<file path="config.mk">
export PLATFORM = sky130hd
export DESIGN_NAME = mem_arbiter
export DESIGN_NICKNAME = d
export VERILOG_FILES = /design/src/rtl/mem_arbiter.sv
export SDC_FILE = /design/constraint.sdc
export NUM_CORES = 1
export LEC_CHECK = 0
export ABC_CLOCK_PERIOD_IN_PS = 5900
export CAP_MARGIN = 40
export CORE_MARGIN = 2
export CORE_UTILIZATION = 40
export DETAILED_ROUTE_END_ITERATION = 8
export PLACE_DENSITY_LB_ADDON = 0.15
export SLEW_MARGIN = 15
export SYNTH_ARGS = -nofsm -noshare
export SYNTH_HDL_FRONTEND = slang
export SYNTH_SLANG_ARGS = --single-unit
export TNS_END_PERCENT = 50
</file>
<file path="constraint.sdc">
create_clock -name clk -period 5.9 [get_ports clk]
set_input_delay 1.18 -clock clk [delete_from_list [all_inputs] [get_ports clk]]
set_output_delay 1.18 -clock clk [all_outputs]
set_load 0.02 [all_outputs]
</file>
<file path="src/rtl/mem_arbiter.sv">
// Shares one memory port between instruction fetch and data access.
// Data requests win until a run of data grants forces a fetch grant.
module mem_arbiter #(
    parameter int unsigned MAX_D_BURST = 4
) (
    input  logic        clk,
    input  logic        reset,
    input  logic        if_req,
    input  logic [31:0] if_adr,
    output logic [31:0] if_rdata,
    output logic        if_done,
    input  logic        d_req,
    input  logic        d_we,
    input  logic [31:0] d_adr,
    input  logic [31:0] d_wdata,
    output logic [31:0] d_rdata,
    output logic        d_done,
    output logic        mem_req,
    output logic        mem_we,
    output logic [31:0] mem_adr,
    output logic [31:0] mem_wdata,
    input  logic [31:0] mem_rdata,
    input  logic        mem_ack,
    output logic        stall
);

    typedef enum logic [1:0] {
        IDLE,
        I_ACC,
        D_ACC,
        RESP
    } state_t;

    localparam logic [3:0] DMAX = 4'(MAX_D_BURST);

    state_t     state;
    logic [3:0] dcnt;
    logic       d_wins;

    // Data wins unless a fetch is waiting and the burst budget is spent.
    assign d_wins = d_req && (!if_req || (dcnt < DMAX));

    // The pipeline holds while any of its requests is still outstanding.
    assign stall = (if_req & ~if_done) | (d_req & ~d_done);

    // Arbitration, memory handshake and done pulses.
    always_ff @(posedge clk or posedge reset) begin
        if (reset) begin
            state     <= IDLE;
            dcnt      <= '0;
            mem_req   <= 1'b0;
            mem_we    <= 1'b0;
            mem_adr   <= '0;
            mem_wdata <= '0;
            if_rdata  <= '0;
            d_rdata   <= '0;
            if_done   <= 1'b0;
            d_done    <= 1'b0;
        end else begin
            if_done <= 1'b0;
            d_done  <= 1'b0;
            unique case (state)
                IDLE: begin
                    if (d_wins) begin
                        state     <= D_ACC;
                        mem_req   <= 1'b1;
                        mem_we    <= d_we;
                        mem_adr   <= d_adr;
                        mem_wdata <= d_wdata;
                        if (dcnt < DMAX)
                            dcnt <= dcnt + 4'd1;
                    end else if (if_req) begin
                        state     <= I_ACC;
                        mem_req   <= 1'b1;
                        mem_we    <= 1'b0;
                        mem_adr   <= if_adr;
                        mem_wdata <= '0;
                        dcnt      <= '0;
                    end
                end
                I_ACC: begin
                    if (mem_ack) begin
                        state    <= RESP;
                        mem_req  <= 1'b0;
                        if_rdata <= mem_rdata;
                        if_done  <= 1'b1;
                    end
                end
                D_ACC: begin
                    if (mem_ack) begin
                        state   <= RESP;
                        mem_req <= 1'b0;
                        d_rdata <= mem_rdata;
                        d_done  <= 1'b1;
                    end
                end
                RESP: begin
                    state <= IDLE;
                end
                default: begin
                    state <= IDLE;
                end
            endcase
        end
    end

endmodule

</file>
==> out/results.ini, run 1 <==
[power_and_ir_drop]
vdd_drop_max_mv = 0.372
power.leakage_nw = 3.94
p_total_mw = 5.18
power_density_nw_per_um2 = 557

[finish]
antenna_cells_inserted = 0
drive_above_1_share = 0.181
fin_nets = 904
area_growth_pct = 57.8

[floorplan]
die-width_um = 125
start_util = 0.407
core_area_sq_um = 14500
die-area_sq_um = 15700
num_rows = 44
io_pins = 267
fp.dieH_um = 125

[routing]
drc = 0
ant_nets = 0
dr_wl_met2_um = 8130
wl_met3_um = 1750
wl_met1_um = 6820
via_per_inst = 5.14
num_vias = 4940
first_iter_violations = 341
firstDrtPassIters = 4
wl_per_cell_um = 17.7
wl_um = 17000
top_layer = met4

[cts]
path_clk_slew_ns = 0.06
htreeDepth = 4
cts_sinks = 138
cts_tree = yes
clk_latency_ns = 0.41
cts_buffers = 17
clockBufferDepth = 2
post_cts_resize_count = 0
root_buffer = clkbuf_16
hold_buffers = 0
postCtsSetupBuffers = 0

[timing]
fmax_mhz = 246
min_period_over_period = 0.689
slew_headroom = 0.539
hold_viol_final = 0
maxSlewViolCount = 0
post-route-min-period_ns = 4.07
setup_tns_ns = 0
tightest_slew_ns = 0.691
setup_viol = 0
rsz0062_at_grt = no
fin_worst_skew_ns = 0.00463

[logic_synthesis]
ys_async_sr_fraction = 1.00
yosys.area.top_type = dfrtp_1
synth_ff_type = dfrtp_1
synth.avg_cell_area_sq_um = 11.6
syn_inst = 507
synth_area_sq_um = 5890
ys_types = 26
synth_top_area_share = 0.586
yosysWarningCount = 0
synth_common_cells = dfrtp_1, nand2_1, mux2_2
synth-seq-cells = 138
ys_seq_area_frac = 0.586
yosysMostFrequentCell = dfrtp_1
synth.area.top_cells = dfrtp_1, mux2_2, nand2_1
synth_edf_count = 0
synth_fp_nets = 646

[placement]
port_buffers = 266
dp_hpwl_um = 11800
gp_congestion = 0.795

[global_routing]
grtUsageTotal = 0.220
grt_pass1_wl_um = 27500
grt_pass1_vias = 5286
antenna_found_initial = 0
overflow = 0
grt_max_degree = 88

[worst_setup_path]
cpPeakStageDelay_ns = 0.63
crit_chain = clkdlybuf4s50_1 -> buf_4 -> inv_1 -> o22ai_1 -> clkdlybuf4s50_1
cp-end-kind = output port
required_ns = 4.72
critical_path.max_fanout = 41
path_class = primary input to output port
critPathSlowestCell = clkdlybuf4s50_1
worst_ep_arrival_time_ns = 2.89
cp_common_cell = clkdlybuf4s50_1
critPathLaunchType = primary input

[outcome]
status = completed

[run]
maxCapViolations = 0

[worst_hold_path]
min_path_type = flip-flop to flip-flop

stage by stage:
stage | util | cells | hold WS, ns | setup slack [ns] | instance area [sq um]
final | 0.642 | 961 | 0.482 | 1.83 | 9290
after global routing | 0.642 | 961 | 0.506 | 1.73 | 9290
after CTS | 0.642 | 961 | 0.487 | 1.82 | 9290
after detailed placement | 0.602 | 930 | 0.470 | 1.83 | 8720
after global placement | 0.598 | 927 | 0.462 | 1.87 | 8660
after floorplan | - | 507 | 0.477 | 1.02 | 5890
metal layers:
| layer | GRT usage | up-vias |
|---|---|---|
| li1 | - | 2271 |
| met4 | 0.0752 | 0 |
| met3 | 0.101 | 21 |
| met5 | 0 | - |
| met2 | 0.353 | 226 |
| met1 | 0.263 | 2422 |
power breakdown:
part	switching [mW]	total, mW	internal, mW	leakage [nW]
Clock	0.393	1.02	0.630	0.272
Combinational	1.30	2.53	1.23	1.97
Sequential	0.239	1.63	1.39	1.70
layout make-up:
cell class,instances,area [sq um]
multi-input cells,323,2220
clock buffers,20,447
flip-flops and latches,138,3450
repair buffers,277,2790
fillers,1110,5180
well taps,184,230
inverters,8,35.0
clock inverters,11,124
layout by cell type, fill, tap and decap left out, types with 2 or more instances in the layout:
| cell | instances |
|---|---|
| a22o_1 | 2 |
| a31oi_1 | 2 |
| and2_1 | 2 |
| buf_4 | 8 |
| bufinv_16 | 2 |
| clkbuf_1 | 2 |
| clkbuf_16 | 17 |
| clkdlybuf4s50_1 | 266 |
| clkinv_2 | 3 |
| clkinv_4 | 3 |
| clkinvlp_4 | 3 |
| dfrtp_1 | 138 |
| ha_1 | 5 |
| inv_1 | 7 |
| mux2_2 | 66 |
| mux2i_1 | 2 |
| nand2_1 | 134 |
| nand4_1 | 32 |
| nor2_1 | 2 |
| nor2b_1 | 2 |
| o211ai_1 | 2 |
| o211ai_2 | 30 |
| o21ai_0 | 25 |
| o21ai_1 | 9 |
worst max-delay path, delay by kind of cell:
| family | cells | cell delay (ns) |
|---|---|---|
| AO/OA/AOI/OAI | 1 | 0.12 |
| buffers and inverters | 4 | 1.57 |
state kept, by name, summed over array words and instances (netlist names), 2 cells and up:
register and count:
if_rdata 32, d_rdata 32, mem_wdata 32, dcnt 4
state 2, mem_adr 32
final timing paths:
check	startpoint	end	slack [ns]	cells past startpoint
max in group asynchronous	reset	mem_adr[4]$_DFFE_PP0P_	3.65	4
min in group asynchronous	reset	mem_wdata[11]$_DFFE_PP0P_	1.09	2
max reg2reg	state[0]$_DFFE_PP0P_	mem_wdata[14]$_DFFE_PP0P_	3.62	7
min	mem_wdata[18]$_DFFE_PP0P_	mem_wdata[18]$_DFFE_PP0P_	0.48	2
max	d_req	stall	1.83	5
min reg2reg	mem_wdata[18]$_DFFE_PP0P_	mem_wdata[18]$_DFFE_PP0P_	0.48	2
kinds of logic after synthesis:
| group | count (synthesis) | share of synthesized area |
|---|---|---|
| buf+inv | 46 | 0.0393 |
| fa+ha+maj | 5 | 0.0106 |
| mux | 68 | 0.130 |
| flops | 138 | 0.586 |
| compound gates | 76 | 0.107 |
| simple gates | 174 | 0.127 |
(Power assumes the default switching activity.)
==> run 2: changes to the inputs <==
--- a/config.mk
+++ b/config.mk
@@ -5,10 +5,10 @@
 export SDC_FILE = /design/constraint.sdc
 export NUM_CORES = 1
 export LEC_CHECK = 0
-export ABC_CLOCK_PERIOD_IN_PS = 5900
+export ABC_CLOCK_PERIOD_IN_PS = 3700
 export CAP_MARGIN = 40
 export CORE_MARGIN = 2
-export CORE_UTILIZATION = 40
+export CORE_UTILIZATION = 38
 export DETAILED_ROUTE_END_ITERATION = 8
 export PLACE_DENSITY_LB_ADDON = 0.15
 export SLEW_MARGIN = 15
==> constraint.sdc (replaced) <==
create_clock -name clk -period 3.7 [get_ports clk]
set_input_delay 0.74 -clock clk [delete_from_list [all_inputs] [get_ports clk]]
set_output_delay 0.74 -clock clk [all_outputs]
set_load 0.02 [all_outputs]
==> run 2 against run 1 <==
Combinational power grew 60%; clock-buffer cell count shrank 2; non-clock buffer count shrank 1; global-route usage down 1.5 points; total power rose by 60%; via count down 0.85%; core utilization down 3.1 points; worst setup slack worse by 1.1 ns; final area stayed put; critical path type unchanged; critical endpoint unchanged.
==> out/results.ini, run 2 (synthesis results as in run 1) <==
[worst_setup_path]
cp_common_cell = clkdlybuf4s50_1
setup.worst_path.start = if_req
reg2reg_to = mem_adr[30]$_DFFE_PP0P_
cpPeakStageDelay_ns = 0.64  ; about the same
crit_chain = clkdlybuf4s50_1 -> inv_1 -> o22ai_1 -> clkdlybuf4s50_1
reg2reg_from = state[0]$_DFFE_PP0P_
critPathLaunchType = primary input
worst_ep_arrival_time_ns = 2.25  ; -0.64 ns
critical_path.max_fanout = 7  ; -83%
r2r_cells = 7  ; unchanged
cp_num_cells = 4  ; -1
required_ns = 2.96  ; -1.76 ns
cp-end-kind = output port
path_delay_family = buffers and inverters
crit_path_end = stall
critPathSlowestCell = clkdlybuf4s50_1
r2r_slack_ns = 1.45  ; -2.17 ns
path_class = primary input to output port
cp_num_buf_inv = 3  ; -1

[cts]
clockBufferDepth = 2  ; unchanged
cts_buffers = 17  ; unchanged
clk_latency_ns = 0.41  ; about the same
hold_buffers = 0  ; unchanged
postCtsSetupBuffers = 0  ; unchanged
cts_tree = yes
cts_sinks = 138  ; unchanged
path_clk_slew_ns = 0.06  ; about the same
root_buffer = clkbuf_16
htreeDepth = 4  ; unchanged
post_cts_resize_count = 0  ; unchanged

[finish]
layout_common_cells = clkdlybuf4s50_1, dfrtp_1, nand2_1
final_common_cell = clkdlybuf4s50_1
drive_above_1_share = 0.183  ; +0.00129
nFillCells = 1238  ; +12%
fin_nets = 903  ; -0.11%
antenna_cells_inserted = 0  ; unchanged
area_growth_pct = 57.8  ; unchanged

[routing]
top_layer = met4
wl_met3_um = 1920  ; +10%
drc = 0  ; unchanged
num_vias = 4898  ; -0.85%
wl_per_cell_um = 17.6  ; -0.75%
via_per_inst = 5.08  ; -1.3%
firstDrtPassIters = 4  ; unchanged
first_iter_violations = 223  ; -35%
wl_um = 16900  ; -0.34%
ant_nets = 0  ; unchanged
dr_wl_met2_um = 7970  ; -1.9%
wl_met1_um = 6760  ; -0.91%

[placement]
dpl_worst_slack_ns = 0.701  ; -1.13 ns
gp_congestion = 0.756  ; -5.0%
port_buffers = 266  ; unchanged
dp_hpwl_um = 11500  ; -2.3%

[power_and_ir_drop]
p_total_mw = 8.27  ; +60%
vdd_drop_max_mv = 0.576  ; +55%
power_density_nw_per_um2 = 890  ; +60%
power.leakage_nw = 3.93  ; -0.38%

[outcome]
status = completed

[timing]
hold_viol_final = 0  ; unchanged
setup_tns_ns = 0  ; unchanged
rsz0062_at_grt = no
fin_worst_skew_ns = 0.00811  ; +0.00349 ns
tightest_slew_ns = 0.693  ; +0.00155 ns
maxSlewViolCount = 0  ; unchanged
min_period_over_period = 0.807
slew_headroom = 0.538  ; -0.00103
fmax_mhz = 335
setup_ws_ns = 0.713  ; -1.12 ns
post-route-min-period_ns = 2.99
setup_viol = 0  ; unchanged

[floorplan]
die-width_um = 129  ; +2.5%
die-area_sq_um = 16500  ; +5.1%
fp.dieH_um = 129  ; +2.5%
num_rows = 45  ; +2.3%
core_area_sq_um = 15200  ; +5.0%
io_pins = 267  ; unchanged
start_util = 0.387  ; -0.0194

[global_routing]
antenna_found_initial = 0  ; unchanged
grt_pass1_vias = 5076  ; -4.0%
grt_pass1_wl_um = 26600  ; -3.5%
grtUsageTotal = 0.205  ; -0.0151
grt_max_degree = 117  ; +33%
overflow = 0  ; unchanged

[worst_hold_path]
min_path_type = flip-flop to flip-flop

[run]
maxCapViolations = 0  ; unchanged

run 2: layer usage:
layer / GRT usage / up-vias
met2: 0.328 / 226
met4: 0.0735 / 0
met3: 0.0819 / 25
li1: - / 2276
met1: 0.253 / 2371
met5: 0 / -
run 2: through the flow:
| stage | hold slack (ns) | instances | cell area [sq um] | util |
|---|---|---|---|---|
| final | 0.480 | 965 | 9290 | 0.611 |
| after global routing | 0.497 | 965 | 9290 | 0.611 |
| after CTS | 0.482 | 965 | 9290 | 0.611 |
| after detailed placement | 0.468 | 933 | 8720 | 0.573 |
| after global placement | 0.462 | 933 | 8720 | 0.573 |
| after floorplan | 0.477 | 507 | 5890 | - |
run 2: power breakdown:
group	leakage (nW)	total [mW]	internal [mW]	switching, mW
registers	1.70	2.58	2.21	0.371
logic	1.96	4.04	1.97	2.07
clock network	0.269	1.65	0.993	0.660
run 2: layout make-up:
cell class	instances	area [sq um]	area share
clock buffer	18	429	0.0462
clock inverter	14	148	0.0159
inverter	8	33.8	0.00363
multi-input combinational	323	2220	0.239
sequential	138	3450	0.372
tap	188	235	0.0253
timing repair buffer	276	2780	0.299
run 2: how the worst min path moves through the flow:
stage,from,end,slack (ns),cells past startpoint
floorplan,dcnt[1]$_DFFE_PP0P_,dcnt[1]$_DFFE_PP0P_,0.48,1
global placement,mem_wdata[20]$_DFFE_PP0P_,mem_wdata[20]$_DFFE_PP0P_,0.46,2
detailed placement,mem_wdata[13]$_DFFE_PP0P_,mem_wdata[13]$_DFFE_PP0P_,0.47,2
CTS,mem_wdata[13]$_DFFE_PP0P_,mem_wdata[13]$_DFFE_PP0P_,0.48,2
global route,mem_adr[27]$_DFFE_PP0P_,mem_adr[27]$_DFFE_PP0P_,0.50,2
finish,mem_wdata[24]$_DFFE_PP0P_,mem_wdata[24]$_DFFE_PP0P_,0.48,2
run 2: worst register-to-register path, stage by stage, from the launching register on:
cell,delay [ns]
dfrtp_1,0.41
inv_1,0.10
ha_1,0.15
buf_4,0.40
o21a_2,0.52
buf_12,0.31
nand2_1,0.10
o211ai_1,0.18
==> run 3: changes to the inputs <==
--- a/config.mk
+++ b/config.mk
@@ -5,10 +5,10 @@
 export SDC_FILE = /design/constraint.sdc
 export NUM_CORES = 1
 export LEC_CHECK = 0
-export ABC_CLOCK_PERIOD_IN_PS = 3700
+export ABC_CLOCK_PERIOD_IN_PS = 2800
 export CAP_MARGIN = 40
 export CORE_MARGIN = 2
-export CORE_UTILIZATION = 38
+export CORE_UTILIZATION = 40
 export DETAILED_ROUTE_END_ITERATION = 8
 export PLACE_DENSITY_LB_ADDON = 0.15
 export SLEW_MARGIN = 15
==> constraint.sdc (replaced) <==
create_clock -name clk -period 2.8 [get_ports clk]
set_input_delay 0.56 -clock clk [delete_from_list [all_inputs] [get_ports clk]]
set_output_delay 0.56 -clock clk [all_outputs]
set_load 0.02 [all_outputs]
==> run 3 against run 2 <==
Clock-buffer cell count up 2; critical endpoint unchanged; sequential share of layout area is 0.33 points lower; hold slack got worse by 0.0018 ns; critical path type unchanged; global-route usage rose by 1.9 points; highest routed layer unchanged.
==> out/results.ini, run 3 (synthesis results as in run 1) <==
[cts]
htreeDepth = 4  ; unchanged
clk_latency_ns = 0.41  ; about the same
hold_buffers = 0  ; unchanged
postCtsSetupBuffers = 0  ; unchanged
path_clk_slew_ns = 0.06  ; about the same
cts_sinks = 138  ; unchanged
clockBufferDepth = 2  ; unchanged
post_cts_resize_count = 0  ; unchanged
root_buffer = clkbuf_16
cts_buffers = 17  ; unchanged
cts_tree = yes

[global_routing]
grt_pass1_vias = 5340  ; +5.2%
grtUsageTotal = 0.223  ; +0.0186
overflow = 0  ; unchanged
antenna_found_initial = 0  ; unchanged
grt_max_degree = 78  ; -33%
grt_pass1_wl_um = 27800  ; +4.5%

[worst_setup_path]
crit_chain = clkdlybuf4s50_1 -> inv_1 -> o22ai_1 -> clkdlybuf4s50_1
critPathSlowestCell = clkdlybuf4s50_1
required_ns = 2.24  ; -0.72 ns
critPathLaunchType = primary input
worst_ep_arrival_time_ns = 1.87  ; -0.38 ns
cpPeakStageDelay_ns = 0.62  ; -0.02 ns
cp_common_cell = clkdlybuf4s50_1
critical_path.max_fanout = 2  ; -5
cp-end-kind = output port
path_class = primary input to output port

[finish]
final_cell_area_sq_um = 9380  ; +0.89%
final_common_cell = clkdlybuf4s50_1
nFillCells = 1105  ; -11%
drive_above_1_share = 0.187  ; +0.00419
layout_common_cells = clkdlybuf4s50_1, dfrtp_1, nand2_1
fin_nets = 908  ; +0.55%
area_growth_pct = 59.2
antenna_cells_inserted = 0  ; unchanged

[floorplan]
core_area_sq_um = 14500  ; -4.8%
num_rows = 44  ; -2.2%
start_util = 0.407  ; +0.0194
die-area_sq_um = 15700  ; -4.8%
io_pins = 267  ; unchanged
die-width_um = 125  ; -2.5%
fp.dieH_um = 125  ; -2.5%

[routing]
drc = 0  ; unchanged
firstDrtPassIters = 4  ; unchanged
wl_per_cell_um = 17.7  ; +1.1%
num_vias = 4953  ; +1.1%
ant_nets = 0  ; unchanged
via_per_inst = 5.13  ; +1.1%
first_iter_violations = 330  ; +48%
wl_um = 17100  ; +1.1%

[timing]
slew_headroom = 0.509  ; -0.0291
post-route-min-period_ns = 2.43
tightest_slew_ns = 0.736  ; +0.0435 ns
hold_viol_final = 0  ; unchanged
setup_viol = 0  ; unchanged
min_period_over_period = 0.868
rsz0062_at_grt = no
fin_worst_skew_ns = 0.00523  ; -0.00289 ns
setup_ws_ns = 0.371  ; -0.342 ns
maxSlewViolCount = 0  ; unchanged
setup_tns_ns = 0  ; unchanged
fmax_mhz = 412

[placement]
dp_hpwl_um = 11800  ; +3.1%
placed_area_sq_um = 8770  ; +0.66%
port_buffers = 266  ; unchanged
gp_congestion = 0.799  ; +5.7%
dpl_worst_slack_ns = 0.369  ; -0.331 ns

[run]
maxCapViolations = 0  ; unchanged

[worst_hold_path]
min_path_type = flip-flop to flip-flop

[power_and_ir_drop]
power.leakage_nw = 3.98  ; +1.3%
vdd_drop_max_mv = 0.643  ; +12%
power_density_nw_per_um2 = 1180  ; +33%

[outcome]
status = completed

==> run 3: cell types whose count changed in the layout (fill, tap and decap cells not counted) <==
cell        before  now
clkinvlp_4       6    4
buf_4            7   10
clkinv_4         2    1
buf_12           3    5
clkbuf_8         0    2
inv_6            2    1
bufinv_16        2    3
==> run 3: path summary, 6_finish.rpt <==
kind | from | end | slack, ns | depth (start not counted)
min in group asynchronous | reset | if_rdata[27]$_DFFE_PP0P_ | 0.61 | 3
min | mem_wdata[14]$_DFFE_PP0P_ | mem_wdata[14]$_DFFE_PP0P_ | 0.48 | 2
max in group asynchronous | reset | mem_adr[16]$_DFFE_PP0P_ | 1.81 | 3
max | if_req | stall | 0.37 | 4
max reg2reg | state[0]$_DFFE_PP0P_ | mem_wdata[12]$_DFFE_PP0P_ | 0.91 | 6
min reg2reg | mem_wdata[14]$_DFFE_PP0P_ | mem_wdata[14]$_DFFE_PP0P_ | 0.48 | 2
==> run 3: cell type report <==
class	instances	area [sq um]	share of cell area
flip-flops and latches	138	3450	0.368
repair buffers	281	2840	0.303
multi-input cells	323	2220	0.237
clock buffers	20	457	0.0487
well taps	184	230	0.0246
clock inverters	11	145	0.0155
inverters	8	33.8	0.00360
==> run 3: worst max-delay path, delay by kind of cell <==
kind	cells	cell delay [ns]
AOI/OAI and AO/OA	1	0.16
buffers and inverters	3	1.14
==> run 3: per-layer routing <==
metal  part of all wire  wire (um)  global-route usage
met2               0.49       8360               0.382
met3               0.10       1740              0.0997
met4              0.016        279              0.0706
met1               0.39       6740               0.251
met5                  0          0                   0
==> run 3: power by group <==
| part | switching [mW] | internal [mW] | total, mW | leakage [nW] |
|---|---|---|---|---|
| combinational | 2.77 | 2.64 | 5.41 | 1.99 |
| clock | 0.837 | 1.44 | 2.28 | 0.288 |
| sequential | 0.492 | 2.92 | 3.41 | 1.70 |
| total | 4.10 | 7.00 | 11.1 | 3.98 |
==> run 3: metrics by stage <==
| stage | hold slack [ns] | cells | utilization | total power [mW] |
|---|---|---|---|---|
| floorplan | 0.477 | 507 | - | 6.31 |
| global placement | 0.463 | 934 | 0.606 | 8.71 |
| detailed placement | 0.471 | 934 | 0.606 | 8.89 |
| CTS | 0.485 | 965 | 0.648 | 11.2 |
| global route | 0.504 | 965 | 0.648 | 11.7 |
| finish | 0.478 | 965 | 0.648 | 11.1 |
